File: config.mk
export PLATFORM = sky130hd
export DESIGN_NAME = clock_set_controller
export DESIGN_NICKNAME = d
export VERILOG_FILES = /design/src/rtl/clock_set_controller.sv
export SDC_FILE = /design/constraint.sdc
export NUM_CORES = 1
export LEC_CHECK = 0
export CAP_MARGIN = 15
export CORE_MARGIN = 10
export CORE_UTILIZATION = 40
export DETAILED_ROUTE_END_ITERATION = 8
export PLACE_DENSITY = 0.67
export SLEW_MARGIN = 25
export SYNTH_ARGS = -nofsm -noshare
export SYNTH_HDL_FRONTEND = slang
export SYNTH_SLANG_ARGS = --single-unit
File: constraint.sdc
create_clock -name clock -period 2.2 [get_ports clock]
set_input_delay 0.66 -clock clock [delete_from_list [all_inputs] [get_ports clock]]
set_output_delay 0.66 -clock clock [all_outputs]
set_load 0.02 [all_outputs]
File: src/rtl/clock_set_controller.sv
// Time-setting sequencer: walks hour/min/sec edit fields from MODE/INC button pulses,
// auto-repeats held increments, blinks the selected field and strobes load on exit.
// Optional decrement button enabled by defining CLOCK_SET_DEC_EN.
module clock_set_controller #(
  parameter int REPEAT_BITS    = 21,
  parameter int BLINK_BITS     = 24,
  parameter int TIMEOUT_BLINKS = 16
) (
  input  logic       clock,
  input  logic       reset_n,
  input  logic       mode_sig,
  input  logic       mode_long,
  input  logic       inc_sig,
  input  logic       inc_long,
  input  logic       inc_held_n,
`ifdef CLOCK_SET_DEC_EN
  input  logic       dec_sig,
  input  logic       dec_long,
  input  logic       dec_held_n,
`endif
  input  logic [4:0] cur_hour,
  input  logic [5:0] cur_min,
  input  logic [5:0] cur_sec,
  output logic [4:0] set_hour,
  output logic [5:0] set_min,
  output logic [5:0] set_sec,
  output logic       editing,
  output logic [1:0] field,
  output logic       blink,
  output logic       load
);

  localparam int IDLE_W = $clog2(TIMEOUT_BLINKS + 1);

  typedef enum logic [1:0] {
    ST_RUN  = 2'd0,
    ST_HOUR = 2'd1,
    ST_MIN  = 2'd2,
    ST_SEC  = 2'd3
  } state_t;

  state_t                  state, state_d;
  logic [4:0]              set_hour_d;
  logic [5:0]              set_min_d, set_sec_d;
  logic [BLINK_BITS-1:0]   blink_cnt, blink_cnt_d;
  logic [IDLE_W-1:0]       idle_cnt, idle_cnt_d;
  logic [REPEAT_BITS-1:0]  rpt_cnt, rpt_cnt_d;
  logic                    rpt_on, rpt_on_d;
  logic                    rpt_dn, rpt_dn_d;
  logic                    load_d, editing_d, blink_d;

  logic                    dec_sig_w, dec_long_w, dec_held_n_w;
  logic                    inc_evt, dec_evt, step_up, step_dn, held_n_sel, timeout;
  logic [5:0]              hour_step, min_step, sec_step;

`ifdef CLOCK_SET_DEC_EN
  assign dec_sig_w    = dec_sig;
  assign dec_long_w   = dec_long;
  assign dec_held_n_w = dec_held_n;
`else
  assign dec_sig_w    = 1'b0;
  assign dec_long_w   = 1'b0;
  assign dec_held_n_w = 1'b1;
`endif

  function automatic logic [5:0] step_value(input logic [5:0] v, input logic [5:0] max_v,
                                            input logic up);
    if (up) return (v >= max_v) ? 6'd0 : v + 6'd1;
    else    return (v == 6'd0 || v > max_v) ? max_v : v - 6'd1;
  endfunction

  assign field = state;

  // NOTE: every variable driven here gets a default first, so no path can infer a latch.
  always_comb begin
    state_d     = state;
    set_hour_d  = set_hour;
    set_min_d   = set_min;
    set_sec_d   = set_sec;
    blink_cnt_d = blink_cnt;
    idle_cnt_d  = idle_cnt;
    rpt_cnt_d   = rpt_cnt;
    rpt_on_d    = rpt_on;
    rpt_dn_d    = rpt_dn;
    load_d      = 1'b0;
    step_up     = 1'b0;
    step_dn     = 1'b0;
    timeout     = 1'b0;
    inc_evt     = inc_sig | inc_long;
    dec_evt     = dec_sig_w | dec_long_w;
    held_n_sel  = rpt_dn ? dec_held_n_w : inc_held_n;
    hour_step   = '0;
    min_step    = '0;
    sec_step    = '0;

    if (state == ST_RUN) begin
      if (mode_long) begin
        state_d     = ST_HOUR;
        set_hour_d  = (cur_hour > 5'd23) ? 5'd0 : cur_hour;
        set_min_d   = (cur_min  > 6'd59) ? 6'd0 : cur_min;
        set_sec_d   = (cur_sec  > 6'd59) ? 6'd0 : cur_sec;
        blink_cnt_d = '0;
        idle_cnt_d  = '0;
        rpt_on_d    = 1'b0;
      end
    end else begin
      blink_cnt_d = blink_cnt + 1'b1;
      if (mode_long) begin
        state_d  = ST_RUN;
        load_d   = 1'b1;
        rpt_on_d = 1'b0;
      end else if (mode_sig) begin
        state_d    = (state == ST_SEC) ? ST_HOUR : state_t'(state + 2'd1);
        idle_cnt_d = '0;
        rpt_on_d   = 1'b0;
      end else if (inc_evt && dec_evt) begin
        // Conflicting directions cancel each other and any repeat in progress.
        rpt_on_d = 1'b0;
      end else if (inc_long || dec_long_w) begin
        step_up   = inc_long;
        step_dn   = dec_long_w;
        rpt_on_d  = 1'b1;
        rpt_dn_d  = dec_long_w;
        rpt_cnt_d = '0;
      end else if (inc_sig) begin
        step_up = 1'b1;
        if (rpt_dn) rpt_on_d = 1'b0;
      end else if (dec_sig_w) begin
        step_dn = 1'b1;
        if (!rpt_dn) rpt_on_d = 1'b0;
      end else if (rpt_on) begin
        if (held_n_sel) begin
          rpt_on_d = 1'b0;
        end else begin
          rpt_cnt_d = rpt_cnt + 1'b1;
          if (&rpt_cnt) begin
            step_up = !rpt_dn;
            step_dn = rpt_dn;
          end
        end
      end

      hour_step = step_value({1'b0, set_hour}, 6'd23, step_up);
      min_step  = step_value(set_min, 6'd59, step_up);
      sec_step  = step_value(set_sec, 6'd59, step_up);

      if (step_up || step_dn) begin
        // Restart the blink phase so the freshly adjusted digit is visible.
        blink_cnt_d = '0;
        idle_cnt_d  = '0;
        unique case (state)
          ST_HOUR: set_hour_d = hour_step[4:0];
          ST_MIN:  set_min_d  = min_step;
          ST_SEC:  set_sec_d  = sec_step;
          default: ;
        endcase
      end else if (!mode_long && !mode_sig && (&blink_cnt)) begin
        if (idle_cnt == IDLE_W'(TIMEOUT_BLINKS - 1)) timeout = 1'b1;
        else idle_cnt_d = idle_cnt + 1'b1;
      end

      if (timeout) begin
        state_d    = ST_RUN;
        idle_cnt_d = '0;
        rpt_on_d   = 1'b0;
      end
    end

    editing_d = (state_d != ST_RUN);
    blink_d   = (state_d == ST_RUN) ? 1'b1 : ~blink_cnt_d[BLINK_BITS-1];
  end

  // NOTE: sequential state uses non-blocking assignments so all registers update together.
  always_ff @(posedge clock or negedge reset_n) begin
    if (!reset_n) begin
      state     <= ST_RUN;
      set_hour  <= '0;
      set_min   <= '0;
      set_sec   <= '0;
      blink_cnt <= '0;
      idle_cnt  <= '0;
      rpt_cnt   <= '0;
      rpt_on    <= 1'b0;
      rpt_dn    <= 1'b0;
      load      <= 1'b0;
      editing   <= 1'b0;
      blink     <= 1'b1;
    end else begin
      state     <= state_d;
      set_hour  <= set_hour_d;
      set_min   <= set_min_d;
      set_sec   <= set_sec_d;
      blink_cnt <= blink_cnt_d;
      idle_cnt  <= idle_cnt_d;
      rpt_cnt   <= rpt_cnt_d;
      rpt_on    <= rpt_on_d;
      rpt_dn    <= rpt_dn_d;
      load      <= load_d;
      editing   <= editing_d;
      blink     <= blink_d;
    end
  end

endmodule

# Word level (Yosys, flattened, before mapping)

Cells that the tools add are included.

Output and inout port bits: 22
Flip-flop bits (word level): 73
Input port bits: 24

Equal/unequal tests: 8
Reduce and logical (&&, ||, !) cells: 26
$lt $le $gt $ge: 9
Muxes and demuxes: 70
Bitwise logic cells: 4
Add/sub/neg operators: 10

Operators with widths:

| cell                                              | count |
|---|---|
| two-way mux 6 bit                                 | 16 |
| two-way mux 21 bit                                | 4 |
| two-way mux 5 bit                                 | 16 |
| two-way mux 24 bit                                | 3 |
| two-way mux 1 bit                                 | 25 |
| adder 24 x 1 -> 24 bit (second input constant)    | 1 |
| > comparator 6 bit (second input constant)        | 4 |
| AND reduction 24 bit                              | 1 |
| adder 21 x 1 -> 21 bit (second input constant)    | 1 |
| AND reduction 21 bit                              | 1 |
| adder 6 x 1 -> 6 bit (second input constant)      | 2 |
| >= comparator 6 bit (second input constant)       | 2 |
| zero test 6 bit                                   | 2 |
| two-way mux 2 bit                                 | 6 |
| nonzero test 2 bit                                | 6 |
| subtractor 6 x 1 -> 6 bit (second input constant) | 2 |
| adder 5 x 1 -> 5 bit (second input constant)      | 2 |
| > comparator 5 bit (second input constant)        | 2 |
| AND reduction 3 bit                               | 3 |
| AND reduction 6 bit                               | 1 |
| == test 5 x 4 -> 1 bit (second input constant)    | 1 |
| >= comparator 5 bit (second input constant)       | 1 |
| zero test 5 bit                                   | 1 |
| != test 5 x 3 -> 1 bit (second input constant)    | 1 |
| 12 further kinds                                  | 23 |

# Depth between registers and ports, before layout

Gate-level depths: netlist of run 1.

Word-level depth: 16
Depth in mapped cells: 9

# Worst setup path before layout of run 1

Ideal clock, no wire load.

Kind: input -> register
From: input port mode_sig
To: register set_sec[4]
Setup slack: -0.548 ns
Setup time: 0.124 ns
Required time: 2.076 ns
Buffers on the path: 2
Arrival: 2.625 ns
Stages: 8
Path through: buf_6 > or4b_4 > or4_4 > o21ai_4 > buf_6 > nand3_1 > a221oi_2 > nor2_1

Word-level cells in the longest chain between the ends: 7
Elaborated cells between the ends (all ways): 10
Those cells by class: 7 x mux; 3 x reduce/logical

RTL lines:

| what                   | RTL line | text |
|---|---|---|
| start: declaration     | 11       | `input logic mode_sig,` |
| two-way mux 1 bit (*)  | 112      | `end else if (mode_sig) begin` |
| two-way mux 1 bit (*)  | 108      | `if (mode_long) begin` |
| two-way mux 1 bit (*)  | 96       | `if (state == ST_RUN) begin` |
| two-way mux 6 bit      | 68       | `if (up) return (v >= max_v) ? 6'd0 : v + 6'd1;` |
| two-way mux 6 bit      | 151      | `unique case (state)` |
| two-way mux 6 bit      | 147      | `if (step_up \|\| step_dn) begin` |
| two-way mux 6 bit      | 96       |  |
| end signal: assignment | 192      | `set_sec <= set_sec_d;` |
| end: declaration       | 26       | `output logic [5:0] set_sec,` |

Mark *: on every way between the ends. The rest lies on a longest branch, timed or not. The select of a mux whose other input is x is not followed.
A chain may end at the register's enable or synchronous reset.

# Final worst setup path of run 1

From: input port mode_sig
To: register idle_cnt[3]

Word-level cells in the longest chain between the ends: 8
Elaborated cells between the ends (all ways): 17
Those cells by class: 13 x mux; 4 x reduce/logical

RTL lines:

| what                                                          | RTL line | text |
|---|---|---|
| two-way mux 1 bit / zero test 1 bit (equally long branches)   | 112, 157 |  |
| two-way mux 1 bit / logical AND 1 bit (equally long branches) | 108, 157 |  |
| two-way mux 1 bit / logical AND 1 bit (equally long branches) | 96, 157  |  |
| logical OR 1 bit / two-way mux 1 bit (equally long branches)  | 147, 157 |  |
| two-way mux 1 bit                                             | 147      |  |
| two-way mux 1 bit                                             | 96       |  |
| two-way mux 5 bit (*)                                         | 162      | `if (timeout) begin` |
| two-way mux 5 bit (*)                                         | 96       |  |
| end signal: assignment                                        | 194      | `idle_cnt <= idle_cnt_d;` |
| end: declaration                                              | 46       | `logic [IDLE_W-1:0] idle_cnt, idle_cnt_d;` |

Marks and branches as above.

==> results of run 1 <==
==> metrics by stage <==
stage               cell area [µm²]  total power [mW]  hold WS [ps]  TNS (ps)  cells
floorplan                      4550              3.92           364    -14740    535
global placement               5640              5.31           484    -48760    768
detailed placement             5640              5.40           492    -50540    768
CTS                            6280              7.35           377     -8720    798
global route                   6470              8.07           397     -9950    803
finish                         6470              7.59           364     -7160    803
==> final timing paths <==
check                           cells after the start       endpoint
worst max-delay path                                9    idle_cnt[3]
worst min-delay path                                2  blink_cnt[18]
worst max register to register                      8    idle_cnt[3]
worst min register to register                      1  blink_cnt[19]
max in group asynchronous                           2          blink
min in group clock                                  1  blink_cnt[19]
==> worst max-delay path, stage by stage <==
cell	delay, ps
sky130_fd_sc_hd__buf_6	90
sky130_fd_sc_hd__or4b_4	550
sky130_fd_sc_hd__or4_4	470
sky130_fd_sc_hd__buf_6	140
sky130_fd_sc_hd__o21ai_4	220
sky130_fd_sc_hd__buf_6	150
sky130_fd_sc_hd__o31ai_4	60
sky130_fd_sc_hd__a31o_1	200
sky130_fd_sc_hd__a22o_1	180
==> metal layers <==
layer,GRT usage [%],up-vias
met1,19.5,2231
met3,2.98,20
met5,0,-
met4,4.76,0
met2,26.0,116
li1,-,2209
==> state kept, by name, summed over array words and instances (netlist names) <==
name / count
set_min: 6
set_hour: 5
rpt_on: 1
set_sec: 6
load: 1
idle_cnt: 5
rpt_cnt: 21
editing: 1
field: 2
blink: 1
blink_cnt: 24
==> placed cells by master, fill, tap and decap left out, types with 6 or more instances in the layout <==
cell type and n:
sky130_fd_sc_hd__nand3_1 31, sky130_fd_sc_hd__a21oi_1 26, sky130_fd_sc_hd__buf_4 62, sky130_fd_sc_hd__xnor2_1 7, sky130_fd_sc_hd__ha_1 14, sky130_fd_sc_hd__o21ai_0 23, sky130_fd_sc_hd__nand2_1 58, sky130_fd_sc_hd__nand2b_1 7
sky130_fd_sc_hd__buf_6 25, sky130_fd_sc_hd__and2_1 6, sky130_fd_sc_hd__nor2b_1 6, sky130_fd_sc_hd__o21ai_1 19, sky130_fd_sc_hd__clkdlybuf4s50_1 39, sky130_fd_sc_hd__dfrtp_1 71, sky130_fd_sc_hd__nor2_1 43, sky130_fd_sc_hd__clkbuf_16 9
sky130_fd_sc_hd__inv_1 18, sky130_fd_sc_hd__nor3_1 15, sky130_fd_sc_hd__xor2_1 12, sky130_fd_sc_hd__o21ai_2 11, sky130_fd_sc_hd__nand4_1 13, sky130_fd_sc_hd__a31oi_1 7, sky130_fd_sc_hd__and3_1 9
==> cell type report <==
class	instances	area, µm²	area share, %
Clock buffer	10	229	3.54
Clock inverter	5	57.6	0.889
Inverter	19	71.3	1.10
Multi-Input combinational cell	420	2820	43.6
Sequential cell	73	1830	28.3
Tap cell	140	175	2.71
Timing Repair Buffer	136	1290	19.9
==> repair_timing <==
item                       in CTS  in global routing
setup endpoints to repair      66                 58
buffers inserted               13                  5
gates cloned                    2                  0
hold buffers                    0                  0
resized for setup              90                 42
pin swaps                      29                 22
==> cells by family after synthesis <==
group / after synthesis
AND/OR/NAND/NOR: 233
AO/OA/AOI/OAI: 151
flip-flops: 73
buffers and inverters: 43
XOR/XNOR: 19
adder cells (fa/ha/maj): 14
multiplexers: 2
==> power by group <==
part	internal (mW)	switching, mW	total [mW]	leakage, nW
clock	0.872	0.574	1.45	0.142
combinational	2.02	2.20	4.22	1.67
sequential	1.61	0.310	1.92	0.955
==> results by stage, run 1 <==
Power:
- The worst ir drop on vdd is 0.000605 V.
- The power per cell area is 1170 nW/µm².
- For this design the static power due to leakage is 2.76 nW.

Detailed routing:
- The remaining number of nets flagged by the antenna check after routing is 0.
- Dividing the detail-routed wire length by the instance count gives 16.3 µm.
- In this run, the number of DRC markers left after iteration 0 of detailed routing was roughly 500.
- The detailed-route via count is ~4600.
- The routed design uses 6480 µm of met2 wire.
- The routed length on met3 is 501 µm.
- After detailed routing, the number of vias per cell comes to ~5.7.
- The uppermost signal routing layer after detailed routing is met4.
- The detailed-route DRC error count is 0.
- The detailed router put a total of 5930 µm of wire on met1.
- The sum of routed wire length over all layers is 13100 µm.
- The number of iterations in the first detailed-routing pass is 5.

STA:
- Measured against its own limit, the worst slew margin works out to 65.4%.
- The number of max-slew violations in the final report is 0.
- Setup repair after global routing could not meet its margin everywhere.
- The slew of the pin with the lowest slew margin is around 520 ps.
- Setup violations remaining at the end of the flow were counted as between 40 and 50.
- The final critical path time including I/O delays and setup is between 2000 and 2500 ps.
- The count of final hold-check violations came to 0.
- The largest clock skew in the final design is ~12 ps.
- For this run, the top clock speed supported by timing is a little over 400 MHz.
- The portion of the clock cycle consumed by the worst path in the final layout is 113%.
- In the post-route analysis, the smallest setup slack over all paths is -286 ps.

Finish:
- The final layout contains 697 nets.
- Fill cells in the final layout number 964.
- The fraction of layout instances using a drive strength above 1 is a little over a quarter.
- Relative to the synthesized area, the layout overhead comes to 43.3%.
- Cells fill 59.2% of the core in the end.
- The final antenna diode count is 0.

Yosys:
- By count the netlist is led by sky130_fd_sc_hd__dfrtp_1 (72), sky130_fd_sc_hd__nand2_1 (63), sky130_fd_sc_hd__o21ai_0 (53).
- The number of nets handed over by synthesis was roughly 570.
- In the synthesized netlist the dominant register cell turns out to be sky130_fd_sc_hd__dfrtp_1.
- The total number of yosys warnings is 0.
- Of the total synthesized cell area, the portion taken by AND, OR, NAND and NOR gates is 25.9%.
- By area, the combinational part of the netlist is dominated by simple AND/OR/NAND/NOR gates.
- By area the synthesized netlist is led by sky130_fd_sc_hd__dfrtp_1 (40%), sky130_fd_sc_hd__o21ai_0 (5.9%), sky130_fd_sc_hd__nand2_1 (5.2%).
- The cell count after synthesis is 535.
- The average instance area after synthesis is 8.44 µm².
- The cell type with the largest total area after synthesis is sky130_fd_sc_hd__dfrtp_1.
- Yosys mapped a number of flops with a built-in enable equal to 0.
- The async set or reset register ratio after synthesis is 100%.
- After Yosys synthesis, full adders, half adders and majority gates account for under 10% of the synthesized area.
- Sequential elements use between 40% and 50% of the synthesized area.
- The share of synthesized area spent on multiplexers is less than 1%.
- In this run the biggest area consumer among cell types represents between 30% and 40% of the synthesized area.
- After Yosys synthesis, XOR and XNOR cells account for ~3.7% of the synthesized area.
- The mapped netlist covers roughly 4500 µm².
- In the post-synthesis netlist, the cell with the most instances is sky130_fd_sc_hd__dfrtp_1.
- The synthesized design contains 73 register bits.
- The synthesized-area fraction occupied by ao, oa, aoi and oai cells is 21.6%.
- Synthesis instantiated 66 different standard cells from the library.

Floorplan:
- The height of the chip is 126 µm.
- In this run the horizontal extent of the chip is 126 µm.
- The number of placed I/O pins is 46.
- The core region area is approximately 11000 µm².
- The effective utilization at floorplan is 41.3%.
- The number of rows created at floorplan is 38.
- The total die area is 15900 µm².

Clock tree:
- The cell at the root of the clock tree is sky130_fd_sc_hd__clkbuf_16.
- The clock transition at the register clock pins on the worst setup and hold paths after CTS is 60 ps.
- TritonCTS created 9 clock buffers.
- The source-to-sink clock delay at the later pin of the worst-skew pair is 340 ps.
- TritonCTS built the clock tree.
- The buffer depth of the longest clock path is 2.
- The H-tree generated during clock tree synthesis spans 3 levels.
- The clock net in this run drives a total of 73 sinks.

Global route:
- The first-pass GRT wire length is 21000 µm.
- The global routing usage summed across all routing layers is 15.5%.
- The initial antenna violation count is 0.
- Entering global routing, the biggest net connects 74 pins.
- The number of global-route vias before repair is 4437.
- The total overflow left after global routing is 0.

Min path:
- The type of the most critical hold path is in -> async.

Critical path:
- STA classifies the critical path startpoint as an input pin.
- The worst register-to-register path begins at rpt_on.
- The internal reg-to-reg setup slack is -190 ps.
- Tracing the worst setup path back leads to its startpoint at mode_sig.
- STA classifies the critical path endpoint as a flip-flop.
- The data arrival time of the critical path is 2710 ps.
- In this run the worst path has a maximum fanout of 4.
- The critical path is of the in -> reg type.
- The required time of the worst setup path is 2420 ps.

Placement:
- Routability-driven placement finished with a final weighted congestion of 0.920.
- Prior to clock tree synthesis, the placed netlist has a worst setup slack of -943 ps.
- The sum of net half-perimeters after detailed placement is 8880 µm.
- The quantity of I/O buffers inserted on ports is 45.

Run status:
- The run finished, with violations left.
- The final reports fail on setup timing.

Job:
- The max-capacitance violation count is 0.
Note: power is estimated with default switching activity, not from simulation.
==> inputs of run 2 (changes only) <==
--- a/config.mk
+++ b/config.mk
@@ -7,9 +7,9 @@
 export LEC_CHECK = 0
 export CAP_MARGIN = 15
 export CORE_MARGIN = 10
-export CORE_UTILIZATION = 40
+export CORE_UTILIZATION = 42
 export DETAILED_ROUTE_END_ITERATION = 8
-export PLACE_DENSITY = 0.67
+export PLACE_DENSITY = 0.69
 export SLEW_MARGIN = 25
 export SYNTH_ARGS = -nofsm -noshare
 export SYNTH_HDL_FRONTEND = slang
==> constraint.sdc (replaced) <==
create_clock -name clock -period 2.2 [get_ports clock]
set_input_delay 0.66 -clock clock [delete_from_list [all_inputs] [get_ports clock]]
set_output_delay 0.66 -clock clock [all_outputs]
set_load 0.005 [all_outputs]
==> run 2 against run 1 <==
Against the previous run:
- the flow still finishes with violations (setup timing)
- via count rose by 1.5%
- clock-buffer cell count did not move
- critical path depth did not move
- critical path type unchanged
- largest power group unchanged
==> results by stage, run 2 (same netlist as run 1, synthesis figures left out) <==
Run status:
- The checks that failed: setup timing.
- The run finished, with violations left.

Critical path:
- The critical path startpoint is mode_sig.
- The internal reg-to-reg setup slack is -150 ps (+40 ps).
- The data arrival time of the critical path came to 2680 ps (-30 ps).
- In this run the critical register-to-register path is captured at set_min[2].
- The depth of the worst register-to-register path was 8 (unchanged).
- The critical path class is in -> reg.
- The worst setup path is captured at a flip-flop.
- The critical path ends at set_min[2].
- STA classifies the critical path startpoint as an input pin.
- The required time of the worst setup path is 2460 ps (+40 ps).
- The launching point of the worst reg2reg path is rpt_on.
- The largest fanout on the critical path is 5 (+1).

Detailed routing:
- The routed wire length per instance is 16.7 µm (+2.1%).
- The via density per instance came to 5.81 (+2.0%).
- The detailed-route DRC error count is 0 (unchanged).
- The number of DRC violations after detailed-routing iteration 0 is 319 (-36%).
- The detailed-route via count is 4643 (+1.5%).
- The remaining number of nets flagged by the antenna check after routing is 0 (unchanged).
- The number of iterations in the first detailed-routing pass is 5 (unchanged).
- The sum of routed wire length over all layers is 13300 µm (+1.6%).

Min path:
- The min-delay analysis places its worst path in the category in -> async.

Power:
- The worst ir drop on vdd is 0.000472 V (-22%).
- The cell leakage power came to 2.75 nW (-0.58%).
- The final total power is 7.12 mW (-6.2%).
- The power per cell area is 1110 nW/µm² (-5.5%).

Finish:
- The final antenna diode count is 0 (unchanged).
- The largest registers in the layout are blink_cnt: 24 flops, rpt_cnt: 21 flops.
- The area used by sequential logic in the layout was 1830 µm² (about the same).
- The area used by multi-input combinational logic is 2840 µm² (+0.49%).
- The layout net count is 696 (-0.14%).
- The utilization of the core after routing is 61.7% (+2.5 points).
- The flip-flop count of the largest register, all copies and words added was 24 (unchanged).
- The final cell count without fillers is 799 (-0.50%).
- The fraction of layout instances using a drive strength above 1 is 26.5% (+0.30 points).
- Ranked by flip-flop count, first place goes to blink_cnt.
- The filler cell count was 861 (-11%).
- The top cell types in the final layout, fill and taps aside, are sky130_fd_sc_hd__dfrtp_1 (70), sky130_fd_sc_hd__buf_4 (70), sky130_fd_sc_hd__nand2_1 (61).
- The area added between synthesis and finish is 42.3%.

Clock tree:
- The source-to-sink clock delay at the later pin of the worst-skew pair is 370 ps (+30 ps).
- The number of buffers inserted for hold repair after clock tree synthesis is 0 (unchanged).
- The clock transition at the register clock pins on the worst setup and hold paths after CTS is 90 ps (+30 ps).
- The cell at the root of the clock tree is sky130_fd_sc_hd__clkbuf_8.
- The TritonCTS sink count is 73 (unchanged).
- The number of buffers created by CTS came to 9 (unchanged).
- The H-tree depth came to 3 (unchanged).
- The CTS tree is built.
- The buffer depth of the longest clock path came to 2 (unchanged).

Floorplan:
- The core region area is 10400 µm² (-4.7%).
- The number of placed I/O pins came to 46 (unchanged).
- The height of the chip is 124 µm (-2.0%).
- The number of rows created at floorplan is 37 (-2.6%).
- The total die area was 15300 µm² (-4.0%).
- The effective utilization at floorplan was 43.4% (+2.1 points).
- The die boundary width is 124 µm (-2.0%).

Global route:
- The number of global-route vias before repair is 4392 (-1.0%).
- The first-pass GRT wire length is 20700 µm (-1.2%).
- The maximum number of pins on one net before global-route repair is 74 (unchanged).
- The total global routing overflow is 0 (unchanged).
- The global routing usage summed across all routing layers is 16.5% (+1.1 points).
- The initial antenna violation count is 0 (unchanged).

STA:
- The smallest setup slack after layout was -218 ps (+68.2 ps).
- The number of max-slew violations in the final report is 0 (unchanged).
- The portion of the clock cycle consumed by the worst path in the final layout was 110% (-3.1 points).
- Setup repair after global routing could not meet its margin everywhere.
- The final critical path time including I/O delays and setup is 2420 ps (-68.2 ps).
- The largest clock skew in the final design came to 12.1 ps (+0.262 ps).
- The number of setup violations in the final report is 38 (-12%).
- The upper clock frequency limit is 414 MHz (+2.8%).
- The slew of the pin with the lowest slew margin is 538 ps (+20.2 ps).
- The count of final hold-check violations is 0 (unchanged).
- The worst slew margin relative to its limit was 63.8% (-1.6 points).

Placement:
- The number of placed instances, taps included was 763 (-0.65%).
- The post-placement worst setup slack was -949 ps (-6.45 ps).
- The final estimated routing congestion in global placement is 0.909 (-1.2%).
- The quantity of I/O buffers inserted on ports is 45 (unchanged).
- The sum of net half-perimeters after detailed placement came to 8770 µm (-1.2%).

Job:
- The max-capacitance violation count was 0 (unchanged).
[run 2: what timing repair did]
item | 4_1_cts | 5_1_grt
buffers inserted | 5 | 11
setup endpoints to repair | 60 | 54
gates cloned | 1 | 3
resized for setup | 29 | 98
pin swaps | 11 | 31
[run 2: worst min-delay path by stage]
| stage | start | end | slack, ps |
|---|---|---|---|
| 6_report | reset_n | rpt_cnt[0] | 310 |
| 5_1_grt | reset_n | rpt_cnt[0] | 340 |
| 4_1_cts | reset_n | rpt_cnt[9] | 340 |
| 3_5_place_dp | idle_cnt[1] | idle_cnt[1] | 490 |
| 3_3_place_gp | idle_cnt[1] | idle_cnt[1] | 480 |
| 2_1_floorplan | reset_n | blink_cnt[0] | 360 |
[run 2: critical path, cell delays in order]
cell and delay (ps):
sky130_fd_sc_hd__buf_6 90, sky130_fd_sc_hd__or4b_4 550, sky130_fd_sc_hd__or4_4 490, sky130_fd_sc_hd__o21ai_4 200, sky130_fd_sc_hd__buf_12 140, sky130_fd_sc_hd__buf_8 100
sky130_fd_sc_hd__or3_4 110, sky130_fd_sc_hd__a21oi_2 40, sky130_fd_sc_hd__a221o_1 280
[run 2: power breakdown]
part	internal (mW)	total, mW	switching, mW
clock network	0.673	1.23	0.556
logic	1.96	3.93	1.97
registers	1.61	1.97	0.353
total	4.25	7.12	2.87
[run 2: area by class of cell]
type,instances,share of cell area (%)
well taps,136,2.65
flip-flops and latches,73,28.5
multi-input cells,420,44.1
inverters,19,1.11
clock inverters,6,1.40
clock buffers,10,2.14
repair buffers,135,20.1
[run 2: through the flow]
step,instance area (µm²),TNS (ps),hold WS (ps)
floorplan,4550,-14730,364
global placement,5640,-43460,479
detailed placement,5640,-46540,493
CTS,5960,-4770,335
global route,6430,-5980,336
finish,6430,-3800,310
[run 2: layer usage]
metal | vias to the layer above | share of wire (%) | track usage (%)
met3 | 17 | 4.7 | 3.76
met5 | - | 0 | 0
met4 | 0 | 1.3 | 5.68
met2 | 110 | 50 | 27.3
met1 | 2311 | 44 | 20.8
li1 | 2205 | - | -
==> inputs of run 3 (changes only) <==
--- a/config.mk
+++ b/config.mk
@@ -8,6 +8,7 @@
 export CAP_MARGIN = 15
 export CORE_MARGIN = 10
 export CORE_UTILIZATION = 42
+export CTS_BUF_LIST = sky130_fd_sc_hd__clkbuf_4
 export DETAILED_ROUTE_END_ITERATION = 8
 export PLACE_DENSITY = 0.69
 export SLEW_MARGIN = 25
==> constraint.sdc (replaced) <==
create_clock -name clock -period 2 [get_ports clock]
set_input_delay 0.6 -clock clock [delete_from_list [all_inputs] [get_ports clock]]
set_output_delay 0.6 -clock clock [all_outputs]
set_load 0.005 [all_outputs]
==> run 3 against run 2 <==
Against the previous run:
- the run still ends with setup timing left
- utilization increased by 1.5 points
- total power increased by 5.7%
- combinational power grew 19%
- clock skew rose by 3.2 ps
- final cell count grew 4.4%
- non-clock buffer count rose by 36
- first-iteration DRC count shrank 20%
- wire length up 1.8%
- critical endpoint is now set_min[3]
- largest power group unchanged
==> results by stage, run 3 (same netlist as run 1, synthesis figures left out) <==
STA:
- The smallest setup slack after layout was -415 ps (-197 ps).
- The upper clock frequency limit is 414 MHz.
- The worst hold margin is 63.3 ps (-247 ps).
- The count of final hold-check violations is 0 (unchanged).
- The portion of the clock cycle consumed by the worst path in the final layout is 121%.
- The number of setup violations in the final report is 54 (+42%).
- The slew of the pin with the lowest slew margin is 541 ps (+3.23 ps).
- Setup repair after global routing could not meet its margin everywhere.
- The number of max-slew violations in the final report is 0 (unchanged).
- The largest clock skew in the final design is 15.4 ps (+3.25 ps).
- After layout, the minimum clock period comes to 2420 ps.
- The worst slew margin relative to its limit is 63.6% (-0.17 points).

Critical path:
- The highest cell delay on the worst timing path is 580 ps (+30 ps).
- The number of buffers and inverters on the critical path was 1 (-2).
- The internal reg-to-reg setup slack was -420 ps (-270 ps).
- Among cell families on the critical path, the largest total delay comes from simple AND/OR/NAND/NOR gates.
- The launching point of the worst reg2reg path is rpt_on.
- The data arrival time of the critical path is 2740 ps (+60 ps).
- The endpoint class of the critical path is a flip-flop.
- The depth of the worst register-to-register path is 7 (-1).
- The critical path class is reg -> reg.
- For this design, the slowest cell found on the critical path is sky130_fd_sc_hd__or4_4.
- The destination of the worst register-to-register timing path is set_min[3].
- The critical path goes through or4b_4, or4_4, o21ai_4, buf_12, nand2_4, and3_4, a311o_1.
- The required time of the worst setup path came to 2320 ps (-140 ps).
- The critical path startpoint is rpt_on.
- The largest fanout on the critical path is 8 (+3).
- STA classifies the critical path startpoint as a flip-flop.

Power:
- The power share of the sequential group is 26.9% (-0.7 points).
- The proportion of power drawn by combinational gates is 62.4% (+7.3 points).
- The cell leakage power came to 2.89 nW (+5.2%).
- The power per cell area is 1140 nW/µm² (+3.1%).
- The switching power is 3.21 mW (+12%).
- The power share of the clock group was 10.7% (-6.6 points).
- The net switching fraction of the power was 42.7% (+2.3 points).
- The worst ir drop on vdd came to 0.000491 V (+4.2%).
- The internal cell power is 4.32 mW (+1.6%).

Finish:
- The flip-flop count of the largest register, all copies and words added is 24 (unchanged).
- The most common cell after layout, fill and taps aside is sky130_fd_sc_hd__buf_4.
- The largest registers in the layout are blink_cnt: 24 flops, rpt_cnt: 21 flops.
- Counting flops per register, the top entry is blink_cnt.
- The layout net count is 731 (+5.0%).
- The final design area excluding fillers is 6590 µm² (+2.5%).
- The area added between synthesis and finish is 45.8%.
- The utilization of the core after routing is 63.2% (+1.5 points).
- The fraction of layout instances using a drive strength above 1 is 33.0% (+6.4 points).
- The final antenna diode count is 0 (unchanged).
- In the layout the commonest cells are sky130_fd_sc_hd__buf_4 (106), sky130_fd_sc_hd__dfrtp_1 (66), sky130_fd_sc_hd__nand2_1 (60).

Detailed routing:
- The detailed-route DRC error count is 0 (unchanged).
- The remaining number of nets flagged by the antenna check after routing came to 0 (unchanged).
- The number of iterations in the first detailed-routing pass was 5 (unchanged).
- The number of DRC violations after detailed-routing iteration 0 is 254 (-20%).
- The routed wire length per instance came to 16.3 µm (-2.5%).
- The sum of routed wire length over all layers is 13600 µm (+1.8%).
- The detailed-route via count is 4673 (+0.65%).
- The via density per instance came to 5.60 (-3.6%).

Clock tree:
- The CTS tree is built.
- The number of buffers inserted for hold repair after clock tree synthesis is 0 (unchanged).
- The source-to-sink clock delay at the later pin of the worst-skew pair is 440 ps (+70 ps).
- Clock tree synthesis selected as its root buffer the cell sky130_fd_sc_hd__clkbuf_4.
- The buffer depth of the longest clock path is 2 (unchanged).
- The H-tree depth is 3 (unchanged).
- The number of buffers created by CTS is 9 (unchanged).
- The TritonCTS sink count is 73 (unchanged).
- The clock transition at the register clock pins on the worst setup and hold paths after CTS is 130 ps (+40 ps).

Run status:
- The flow ran to the end, but the final reports show violations.
- The final reports fail on setup timing.

Floorplan:
- The number of placed I/O pins is 46 (unchanged).
- The effective utilization at floorplan is 43.4% (unchanged).
- The die boundary width came to 124 µm (unchanged).
- The total die area was 15300 µm² (unchanged).
- The height of the chip was 124 µm (unchanged).
- The core region area came to 10400 µm² (unchanged).
- The number of rows created at floorplan is 37 (unchanged).

Placement:
- The sum of net half-perimeters after detailed placement is 9220 µm (+5.1%).
- The total placed instance area was 5850 µm² (+3.9%).
- The quantity of I/O buffers inserted on ports is 45 (unchanged).
- The final estimated routing congestion in global placement is 0.900 (-0.96%).

Global route:
- The global routing usage summed across all routing layers is 17.2% (+0.71 points).
- The maximum number of pins on one net before global-route repair is 33 (-55%).
- The total global routing overflow is 0 (unchanged).
- The initial antenna violation count was 0 (unchanged).
- The number of global-route vias before repair was 4600 (+4.7%).
- The first-pass GRT wire length is 21700 µm (+4.5%).

Job:
- The max-capacitance violation count was 0 (unchanged).

Min path:
- The type of the most critical hold path is in -> async.
==> run 3: cell types whose count changed in the layout (fill, tap and decap cells not counted), moves of 4 or more <==
cell / change
sky130_fd_sc_hd__buf_4: +36
sky130_fd_sc_hd__buf_6: +6
sky130_fd_sc_hd__clkbuf_4: +10
sky130_fd_sc_hd__clkbuf_8: -10
sky130_fd_sc_hd__clkdlybuf4s50_1: -12
sky130_fd_sc_hd__dfrtp_1: -4
sky130_fd_sc_hd__dfrtp_2: +4
sky130_fd_sc_hd__dlygate4sd2_1: +9
sky130_fd_sc_hd__o21ai_0: -4
sky130_fd_sc_hd__o21ai_2: +4
==> run 3: power by group through the flow <==
stage	registers, mW	logic, mW	clock network (mW)
finish	2.03	4.69	0.806
global route	2.06	5.11	0.888
CTS	2.01	4.10	0.829
detailed placement	2.13	3.70	0
global placement	2.11	3.61	0
floorplan	2.10	2.00	0
==> run 3: what timing repair did <==
item / CTS / global route
endpoints found under the setup margin: 79 / 71
buffers inserted: 14 / 12
cloned: 1 / 1
pin swaps: 18 / 36
resized for setup: 55 / 109
==> run 3: worst max-delay path by stage <==
stage,cells past startpoint,slack (ps),end
2_1_floorplan,7,-580,set_min[3]
3_3_place_gp,8,-990,set_min[2]
3_5_place_dp,8,-1070,set_hour[4]
4_1_cts,7,-360,set_min[3]
5_1_grt,8,-450,set_min[4]
6_report,7,-420,set_min[3]
==> run 3: cell type report <==
class	count	area (µm²)
Clock inverter	6	35.0
Timing Repair Buffer	171	1500
Multi-Input combinational cell	419	2900
Fill cell	870	3830
Tap cell	136	170
Inverter	19	71.3
Clock buffer	10	75.1
Sequential cell	73	1840
==> run 3: stage by stage <==
step	std cells	total power, mW	setup TNS, ps	setup slack (ps)
3_5_place_dp	792	5.83	-55710	-1070
3_3_place_gp	792	5.72	-54210	-994
4_1_cts	823	6.94	-11060	-364
5_1_grt	834	8.06	-16880	-450
2_1_floorplan	535	4.10	-21990	-577
6_report	834	7.53	-13650	-415
==> run 3: metal layers <==
metal	vias up	share of wire [%]	global-route usage (%)
met3	22	5.0	3.62
met1	2234	42	21.0
met4	0	2.2	5.53
met5	-	0	0
met2	134	51	29.8
li1	2283	-	-
